==> src/rtl/stud_fifo_writer_if.sv <==
// stud_fifo_writer_if: host sample handshake and receiver FIFO write handshake bundle.
interface stud_fifo_writer_if #(parameter int WIDTH = 16);
  logic [WIDTH-1:0] sample_i;
  logic             sample_valid_i;
  logic             sample_ready_o;
  logic [WIDTH-1:0] fifo_o;
  logic             fifo_rdy_o;
  logic             fifo_ack_i;
  logic             fifo_full_i;
  modport master (
    input  sample_i, sample_valid_i, fifo_ack_i, fifo_full_i,
    output sample_ready_o, fifo_o, fifo_rdy_o
  );
  modport slave (
    output sample_i, sample_valid_i, fifo_ack_i, fifo_full_i,
    input  sample_ready_o, fifo_o, fifo_rdy_o
  );
endinterface

==> src/rtl/stud_fifo_writer.sv <==
// stud_fifo_writer: 2-entry skid buffer feeding an async level/ack FIFO write handshake.
// Optional request timeout with retry enabled by defining FIFO_WRITER_TIMEOUT_EN.
module stud_fifo_writer #(
  parameter int WIDTH     = 16,
  parameter int SYNC_LEN  = 2,
  parameter int SETUP_CYC = 1,
  parameter int TIMEOUT   = 255
) (
  input  logic                clk_i,
  input  logic                rst_i,
  stud_fifo_writer_if.master  bus,
  output logic                busy_o,
  output logic [7:0]          timeout_cnt_o
);
  typedef enum logic [1:0] {IDLE, SETUP, REQ, HOLD} state_t;
  state_t state_q, state_d;
  logic [7:0] cnt_q, cnt_d;
  logic [WIDTH-1:0] data_q, data_d;
  logic rdy_q, rdy_d;
  logic [WIDTH-1:0] mem_q [2];
  logic [WIDTH-1:0] mem_d [2];
  logic wr_ptr_q, wr_ptr_d, rd_ptr_q, rd_ptr_d;
  logic [1:0] occ_q, occ_d;
  logic ready_q, ready_d;
  logic [SYNC_LEN-1:0] ack_sync_q, ack_sync_d, full_sync_q, full_sync_d;
  logic ack_last_q;
  logic ack_s, full_s, ack_rise, push, pop;
  assign ack_s    = ack_sync_q[SYNC_LEN-1];
  assign full_s   = full_sync_q[SYNC_LEN-1];
  assign ack_rise = ack_s && !ack_last_q;
  assign push     = bus.sample_valid_i && ready_q;
  assign bus.sample_ready_o = ready_q;
  assign bus.fifo_o         = data_q;
  assign bus.fifo_rdy_o     = rdy_q;
  assign busy_o             = (state_q != IDLE) || (occ_q != 2'd0);
`ifdef FIFO_WRITER_TIMEOUT_EN
  logic [7:0] tcnt_q, tcnt_d;
  assign timeout_cnt_o = tcnt_q;
`else
  logic unused_timeout;
  assign unused_timeout = ^TIMEOUT;
  assign timeout_cnt_o  = 8'd0;
`endif
  always_comb begin
    state_d     = state_q;
    cnt_d       = cnt_q;
    data_d      = data_q;
    rdy_d       = rdy_q;
    pop         = 1'b0;
`ifdef FIFO_WRITER_TIMEOUT_EN
    tcnt_d      = tcnt_q;
`endif
    ack_sync_d  = SYNC_LEN'({ack_sync_q, bus.fifo_ack_i});
    full_sync_d = SYNC_LEN'({full_sync_q, bus.fifo_full_i});
    case (state_q)
      IDLE: if (occ_q != 2'd0 && !full_s) begin
        data_d  = mem_q[rd_ptr_q];
        cnt_d   = 8'd0;
        state_d = SETUP;
      end
      SETUP: if (cnt_q == 8'(SETUP_CYC)) begin
        rdy_d   = 1'b1;
        cnt_d   = 8'd0;
        state_d = REQ;
      end else cnt_d = cnt_q + 8'd1;
      REQ: if (ack_rise) begin
        pop     = 1'b1;
        rdy_d   = 1'b0;
        cnt_d   = 8'd0;
        state_d = HOLD;
      end
`ifdef FIFO_WRITER_TIMEOUT_EN
      // abort without popping so the same head word is retried
      else if (cnt_q == 8'(TIMEOUT - 1)) begin
        rdy_d   = 1'b0;
        cnt_d   = 8'd0;
        state_d = HOLD;
        tcnt_d  = (tcnt_q == 8'hFF) ? tcnt_q : tcnt_q + 8'd1;
      end else cnt_d = cnt_q + 8'd1;
`endif
      HOLD: if (cnt_q == 8'(SYNC_LEN)) state_d = IDLE;
            else cnt_d = cnt_q + 8'd1;
      default: state_d = IDLE;
    endcase
    mem_d = mem_q;
    if (push) mem_d[wr_ptr_q] = bus.sample_i;
    wr_ptr_d = wr_ptr_q ^ push;
    rd_ptr_d = rd_ptr_q ^ pop;
    occ_d    = occ_q + 2'(push) - 2'(pop);
    ready_d  = occ_d != 2'd2;
  end
  always_ff @(posedge clk_i) begin
    if (rst_i) begin
      state_q     <= IDLE;
      cnt_q       <= 8'd0;
      data_q      <= '0;
      rdy_q       <= 1'b0;
      mem_q[0]    <= '0;
      mem_q[1]    <= '0;
      wr_ptr_q    <= 1'b0;
      rd_ptr_q    <= 1'b0;
      occ_q       <= 2'd0;
      ready_q     <= 1'b0;
      ack_sync_q  <= '0;
      full_sync_q <= '0;
      ack_last_q  <= 1'b0;
`ifdef FIFO_WRITER_TIMEOUT_EN
      tcnt_q      <= 8'd0;
`endif
    end else begin
      state_q     <= state_d;
      cnt_q       <= cnt_d;
      data_q      <= data_d;
      rdy_q       <= rdy_d;
      mem_q       <= mem_d;
      wr_ptr_q    <= wr_ptr_d;
      rd_ptr_q    <= rd_ptr_d;
      occ_q       <= occ_d;
      ready_q     <= ready_d;
      ack_sync_q  <= ack_sync_d;
      full_sync_q <= full_sync_d;
      ack_last_q  <= ack_s;
`ifdef FIFO_WRITER_TIMEOUT_EN
      tcnt_q      <= tcnt_d;
`endif
    end
  end
endmodule
==> src/flat_wrapper.sv <==
// flat-port wrapper written by rule: the top's interface ports become plain ports
module stud_fifo_writer_flat 
#(
  parameter int WIDTH     = 16,
  parameter int SYNC_LEN  = 2,
  parameter int SETUP_CYC = 1,
  parameter int TIMEOUT   = 255
)
  (clk_i, rst_i, busy_o, timeout_cnt_o, bus_sample_i, bus_sample_valid_i, bus_fifo_ack_i, bus_fifo_full_i, bus_sample_ready_o, bus_fifo_o, bus_fifo_rdy_o);
  stud_fifo_writer_if #(.WIDTH(WIDTH)) bus_i ();
  input  logic clk_i;
  input  logic rst_i;
  output logic busy_o;
  output logic [7:0] timeout_cnt_o;
  input wire logic [$bits(bus_i.sample_i)-1:0] bus_sample_i;
  input wire logic [$bits(bus_i.sample_valid_i)-1:0] bus_sample_valid_i;
  input wire logic [$bits(bus_i.fifo_ack_i)-1:0] bus_fifo_ack_i;
  input wire logic [$bits(bus_i.fifo_full_i)-1:0] bus_fifo_full_i;
  output wire logic [$bits(bus_i.sample_ready_o)-1:0] bus_sample_ready_o;
  output wire logic [$bits(bus_i.fifo_o)-1:0] bus_fifo_o;
  output wire logic [$bits(bus_i.fifo_rdy_o)-1:0] bus_fifo_rdy_o;
  assign bus_i.sample_i = bus_sample_i;
  assign bus_i.sample_valid_i = bus_sample_valid_i;
  assign bus_i.fifo_ack_i = bus_fifo_ack_i;
  assign bus_i.fifo_full_i = bus_fifo_full_i;
  assign bus_sample_ready_o = bus_i.sample_ready_o;
  assign bus_fifo_o = bus_i.fifo_o;
  assign bus_fifo_rdy_o = bus_i.fifo_rdy_o;
  stud_fifo_writer #(.WIDTH(WIDTH), .SYNC_LEN(SYNC_LEN), .SETUP_CYC(SETUP_CYC), .TIMEOUT(TIMEOUT)) u_core (.clk_i(clk_i), .rst_i(rst_i), .bus(bus_i), .busy_o(busy_o), .timeout_cnt_o(timeout_cnt_o));
endmodule
==> config.mk <==
export PLATFORM = sky130hd
export DESIGN_NAME = stud_fifo_writer_flat
export DESIGN_NICKNAME = d
export VERILOG_FILES = /design/src/rtl/stud_fifo_writer_if.sv /design/src/rtl/stud_fifo_writer.sv /design/src/flat_wrapper.sv
export SDC_FILE = /design/constraint.sdc
export NUM_CORES = 1
export LEC_CHECK = 0
export BUFFER_PORTS_ARGS = -buffer_cell sky130_fd_sc_hd__buf_2
export CAP_MARGIN = 20
export CELL_PAD_IN_SITES_DETAIL_PLACEMENT = 2
export CELL_PAD_IN_SITES_GLOBAL_PLACEMENT = 2
export CORE_MARGIN = 10
export CORE_UTILIZATION = 31
export CTS_BUF_LIST = sky130_fd_sc_hd__clkbuf_4 sky130_fd_sc_hd__clkbuf_8 sky130_fd_sc_hd__clkbuf_16
export DETAILED_ROUTE_END_ITERATION = 10
export PLACE_DENSITY_LB_ADDON = 0.1
export SYNTH_ARGS = -nofsm -noshare
export SYNTH_HDL_FRONTEND = slang
export SYNTH_SLANG_ARGS = --single-unit
==> constraint.sdc <==
create_clock -name clk_i -period 1.75 [get_ports clk_i]
set_input_delay 0.0875 -clock clk_i [delete_from_list [all_inputs] [get_ports clk_i]]
set_output_delay 0.0875 -clock clk_i [all_outputs]
set_load 0.03 [all_outputs]
After elaboration in Yosys (flattened, before gate mapping)
Cells that the tools add are included.

Flip-flop bits (word level): 69. Output and inout port bits: 27.

$add $sub $neg: 3. Order comparisons: 3. Equality and inequality tests: 11. Muxes and demuxes: 21. Bitwise logic cells: 4. Reduce and logical (&&, ||, !) cells: 15.

Operators with widths (number): $mux 16 (4); $bwmux 32 (1); $mux 8 (4); $pmux 8 s4 (1); $demux 16 s1 (1); $add 8x1->8 const B (1); $eq 8x1->1 const B (1); $eq 8x2->1 const B (1); $mux 2 (4); $ne 2x1->1 const B (4); $pmux 2 s4 (1); $reduce_and 3->1 (2); $reduce_bool 2->1 (3); $eq 2x2->1 const B (2); $ge 2x2->1 const B (2); $logic_and 1x1->1 (4); $mux 1 (4); $ne 2x2->1 const B (2); $not 1->2 (2); $reduce_and 4->1 (1); $add 2x1->2 (1); $eq 2x1->1 const B (1); $logic_not 1->1 (2); $logic_not 2->1 (1); other kinds (6) (7).

Logic depth before layout (Yosys ltp)
Depth after elaboration: 6. Depth in mapped cells: 11. Depth with buffers taken out: 11.

Least setup slack after synthesis
OpenSTA, ideal clock, no wires.

Path kind: flip-flop to flip-flop. From: reg u_core.ready_q (netlist: u_core.bus.sample_ready_o). To: reg u_core.mem_q[17] (netlist bit). Setup time: 0.128 ns. Arrival time: 1.711 ns. Path slack: -0.088 ns. Stages on the path, launching flop included: 7. Buffers on the path: 2. Path through: dfxtp_1 -> and2_1 -> ha_1 -> clkbuf_1 -> buf_2 -> mux2i_1 -> nor2_1.

Word-level cells in the longest chain between the ends: 1.

Ends and longest elaborated chain: start, declared (line stud_fifo_writer.sv:24) `logic ready_q, ready_d;`; start signal, assigned (line stud_fifo_writer.sv:119) `ready_q <= ready_d;`; $logic_and 1x1->1 (line stud_fifo_writer.sv:31) `assign push = bus.sample_valid_i && ready_q;`; end signal, assigned (line stud_fifo_writer.sv:115) `mem_q <= mem_d;`; end, declared (line stud_fifo_writer.sv:20) `logic [WIDTH-1:0] mem_q [2];`.

No other way between the ends. A chain may end at the register's enable or synchronous reset.

Final worst setup path
From: reg u_core.state_q[0]. To: reg u_core.ready_q (netlist: u_core.bus.sample_ready_o).

Word-level cells in the longest chain between the ends: 4.

Ends and longest elaborated chain: start, declared (line stud_fifo_writer.sv:16) `state_t state_q, state_d;`; start signal, assigned (line stud_fifo_writer.sv:111) `state_q <= state_d;`; $eq 2x2->1 (line stud_fifo_writer.sv:55) `case (state_q)`; $mux 1 (line stud_fifo_writer.sv:55); $sub 2x1->2 (line stud_fifo_writer.sv:89) `occ_d = occ_q + 2'(push) - 2'(pop);`; $ne 2x2->1 (line stud_fifo_writer.sv:90) `ready_d = occ_d != 2'd2;`.

No other way between the ends.

==> flow_metrics.tcl <==
set metrics [dict create \
    outcome "complete, no violations" \
    yosys-top-cells-area "dfxtp_1 46%, mux2i_1 16%, nor2_1 7.2%" \
    whs_ns 0.009779 \
    synthToLayoutAreaGrowth_pct 33.54 \
    top_layer_used "met4" \
    clock-root-buffer "clkbuf_8" \
    startpoint_type "flip-flop" \
    wl_met3_um 258 \
    met1_length_um 3698 \
    die_h_um 118.0 \
    firstDrtPassIters 4 \
    final_nets 407 \
    ys.flop_type "dfxtp_1" \
    finalWorstSetupSlack_ns 0.03412 \
    io_pins 48 \
    wirelength_um 7995 \
    power_switching_mw 1.720 \
    tns_ns 0 \
    core_sq_mm 0.009284 \
    seqCellArea_sq_mm 0.001386 \
    clkLatencyLatePin_ns 0.36 \
    pwr-share-seq_pct 35.8 \
    worstRegToRegCells 11 \
    htree_levels 3 \
    powerDensity_mw_per_mm2 1289 \
    drive_gt1_share_pct 27.63 \
    synth-seq-cells 69 \
    r2r-start "u_core.state_q[0]" \
    hp-start "bus_sample_i[12]" \
    crit_path_end_kind "flip-flop" \
    peakVddDrop_v 0.0005235 \
    pwr-share-clk_pct 31.7 \
    drv_slew 0 \
    hold_violations 0 \
    postRouteAntennaNets 0 \
    period_minus_slack_ns 1.716 \
    crit_fanout 3 \
    synth_area_sq_mm 0.002977 \
    grt_pass1_wl_um 13360 \
    grt_max_degree 62 \
    cts_tree "yes" \
    num_vias 2418 \
    hold_path_depth 3 \
    wl_per_cell_um 15.71 \
    rows 35 \
    p_leak_nw 1.535 \
    min_to "u_core.mem_q[12]" \
    worstMarginPinSlew_ns 0.6730 \
    min_period_over_period_pct 98.05 \
    n_fill_cell 1017 \
    grt_use_total_pct 11.57 \
    cap_viol_max_count 0 \
    cp.arrival_ns 1.93 \
    pwr-share-comb_pct 32.4 \
    grt_pass1_vias 2708 \
    seq_area_frac_synth_pct 46.41 \
    cts-buffers-inserted 9 \
    path_clk_slew_ns 0.08 \
    cts_max_path_buffers 2 \
    die_x_um 118.0 \
    ys.warnings.count 0 \
    async_flop_share_pct 0 \
    overflow 0 \
    clock.fmax_mhz 582.8 \
    place_congestion 0.7147 \
    r2r_slack_ns 0.03 \
    p_int_mw 3.406 \
    hold_class "primary input to flip-flop" \
    stdcell_area_sq_mm 0.003975 \
    total_power_mw 5.126 \
    rsz0062_at_grt "yes" \
    initial_core_util_pct 32.06 \
    avgViaCountPerCell 4.750 \
    place_hpwl_um 5206 \
    synth_edf_count 0 \
    dpl_worst_slack_ns -0.1046 \
    n_antenna_cell 0 \
    worst_ep_required_time_ns 1.97 \
    multi_input_area_sq_mm 0.001543 \
    synthCells 304 \
    drt-initial-drc-count 47 \
    syn_area_per_cell_sq_um 9.791 \
    port_buffers 39 \
    drc 0 \
    timing.rr.end "u_core.bus.sample_ready_o" \
    synth_top_cell_by_area "dfxtp_1" \
    finClkSkew_ns 0.009353 \
    synth_cell_type_count 45 \
    yosysTopAreaCellShare_pct 46.41 \
    place_area_sq_mm 0.003441 \
    antenna_found_initial 0 \
    fp.dieArea_sq_mm 0.01392 \
    setup_violations 0 \
    crit_type "flip-flop to flip-flop" \
    cts_num_sinks 69 \
    p_sw_share_pct 33.56 \
    met2WireLength_um 3882 \
    slew_headroom_pct 55.13 \
]
cells in the mapped netlist (all sizes together) (2+ instances only):
cell    instances
or3             5
nor2b           6
dfxtp          69
inv            13
nand4           2
o31ai           4
nand3           3
nor2           57
buf            12
a211oi         16
and4            2
or4             3
o311ai          2
xnor2           2
a31oi           3
o21ai           5
nand2           4
a21oi           7
ha             11
mux2i          48
clkbuf         13
stage by stage:
stage	utilization, %	instances
3_5_place_dp	37.06	475
4_1_cts	41.79	507
2_1_floorplan	-	311
5_1_grt	42.82	509
6_report	42.82	509
3_3_place_gp	37.06	475
sequential cells by signal, indices dropped and copies added, names as in the netlist:
signal / cells
u_core.bus.fifo_o: 16
u_core.bus.sample_ready_o: 1
u_core.ack_last_q: 1
u_core.wr_ptr_q: 1
u_core.ack_sync_q: 2
u_core.occ_q: 2
u_core.rd_ptr_q: 1
u_core.bus.fifo_rdy_o: 1
u_core.mem_q: 32
u_core.full_sync_q: 2
u_core.cnt_q: 8
u_core.state_q: 2
worst max-delay path: stages (launching register included):
cell and delay (ns):
dfxtp_2 0.35, inv_4 0.05, ha_4 0.16, inv_2 0.06, nor2_4 0.04, ha_4 0.27, inv_2 0.04, ha_4 0.15
xor2_2 0.15, xnor2_2 0.16, nor2_1 0.11, nor2_1 0.05
routing by layer:
metal  vias to the layer above  GRT usage, %
met2                        43         19.27
li1                       1187             -
met3                        13         3.070
met1                      1175         13.53
met4                         0         5.332
met5                         -             0
cell type report:
type / instances / area share [%]
inverter: 14 / 1.448
clock buffer: 9 / 3.116
clock inverter: 7 / 3.053
sequential: 69 / 34.88
multi-input combinational: 203 / 38.81
tap: 129 / 4.060
timing repair buffer: 78 / 14.64
worst max-delay path by stage:
stage,startpoint,end,slack (ns),cells past startpoint
2_1_floorplan,u_core.state_q[0],u_core.bus.sample_ready_o,0.01,11
5_1_grt,u_core.state_q[0],u_core.bus.sample_ready_o,-0.07,11
3_5_place_dp,u_core.state_q[0],u_core.bus.sample_ready_o,-0.10,11
3_3_place_gp,u_core.state_q[0],u_core.bus.sample_ready_o,-0.02,11
6_report,u_core.state_q[0],u_core.bus.sample_ready_o,0.03,11
4_1_cts,u_core.state_q[1],busy_o,-0.01,6
power groups by stage:
stage / Clock (mW) / Sequential (mW) / Combinational (mW)
floorplan: 0 / 2.03 / 0.734
global placement: 0 / 1.85 / 1.47
detailed placement: 0 / 1.86 / 1.50
CTS: 1.67 / 1.83 / 1.61
global route: 1.74 / 1.87 / 1.83
finish: 1.63 / 1.84 / 1.66
layout by cell type, fill, tap and decap left out, types with 3 or more instances in the layout:
| cell | n |
|---|---|
| clkbuf_8 | 9 |
| buf_12 | 4 |
| o21ai_0 | 5 |
| inv_1 | 9 |
| or3_1 | 3 |
| nand2_1 | 4 |
| o31ai_1 | 3 |
| conb_1 | 8 |
| ha_4 | 4 |
| nor2b_1 | 6 |
| buf_2 | 38 |
| mux2i_1 | 48 |
| ha_1 | 7 |
| nor2_1 | 54 |
| dlygate4sd3_1 | 15 |
| bufinv_16 | 3 |
| dfxtp_1 | 67 |
| a21oi_1 | 6 |
| a211oi_1 | 16 |
| buf_4 | 20 |
repair_timing:
| item | CTS | global route |
|---|---|---|
| pin swaps | 4 | 4 |
| endpoints found under the setup margin | 7 | 11 |
| hold buffers | 15 | 0 |
| buffers inserted | 1 | 2 |
| resized for setup | 13 | 15 |
| hold endpoints to repair | 23 | 0 |
cells by family after synthesis:
logic type	count (synthesis)	share of synthesized area, %
adders and majority gates	11	4.624
DFF	69	46.41
muxes	48	16.14
buffers and inverters	39	6.095
and+or+nand+nor	88	14.59
xor gates and xnor gates	3	0.8829
other	1	0.1260
AOI/OAI and AO/OA	45	11.14
Note: power is estimated with default switching activity, not from simulation.
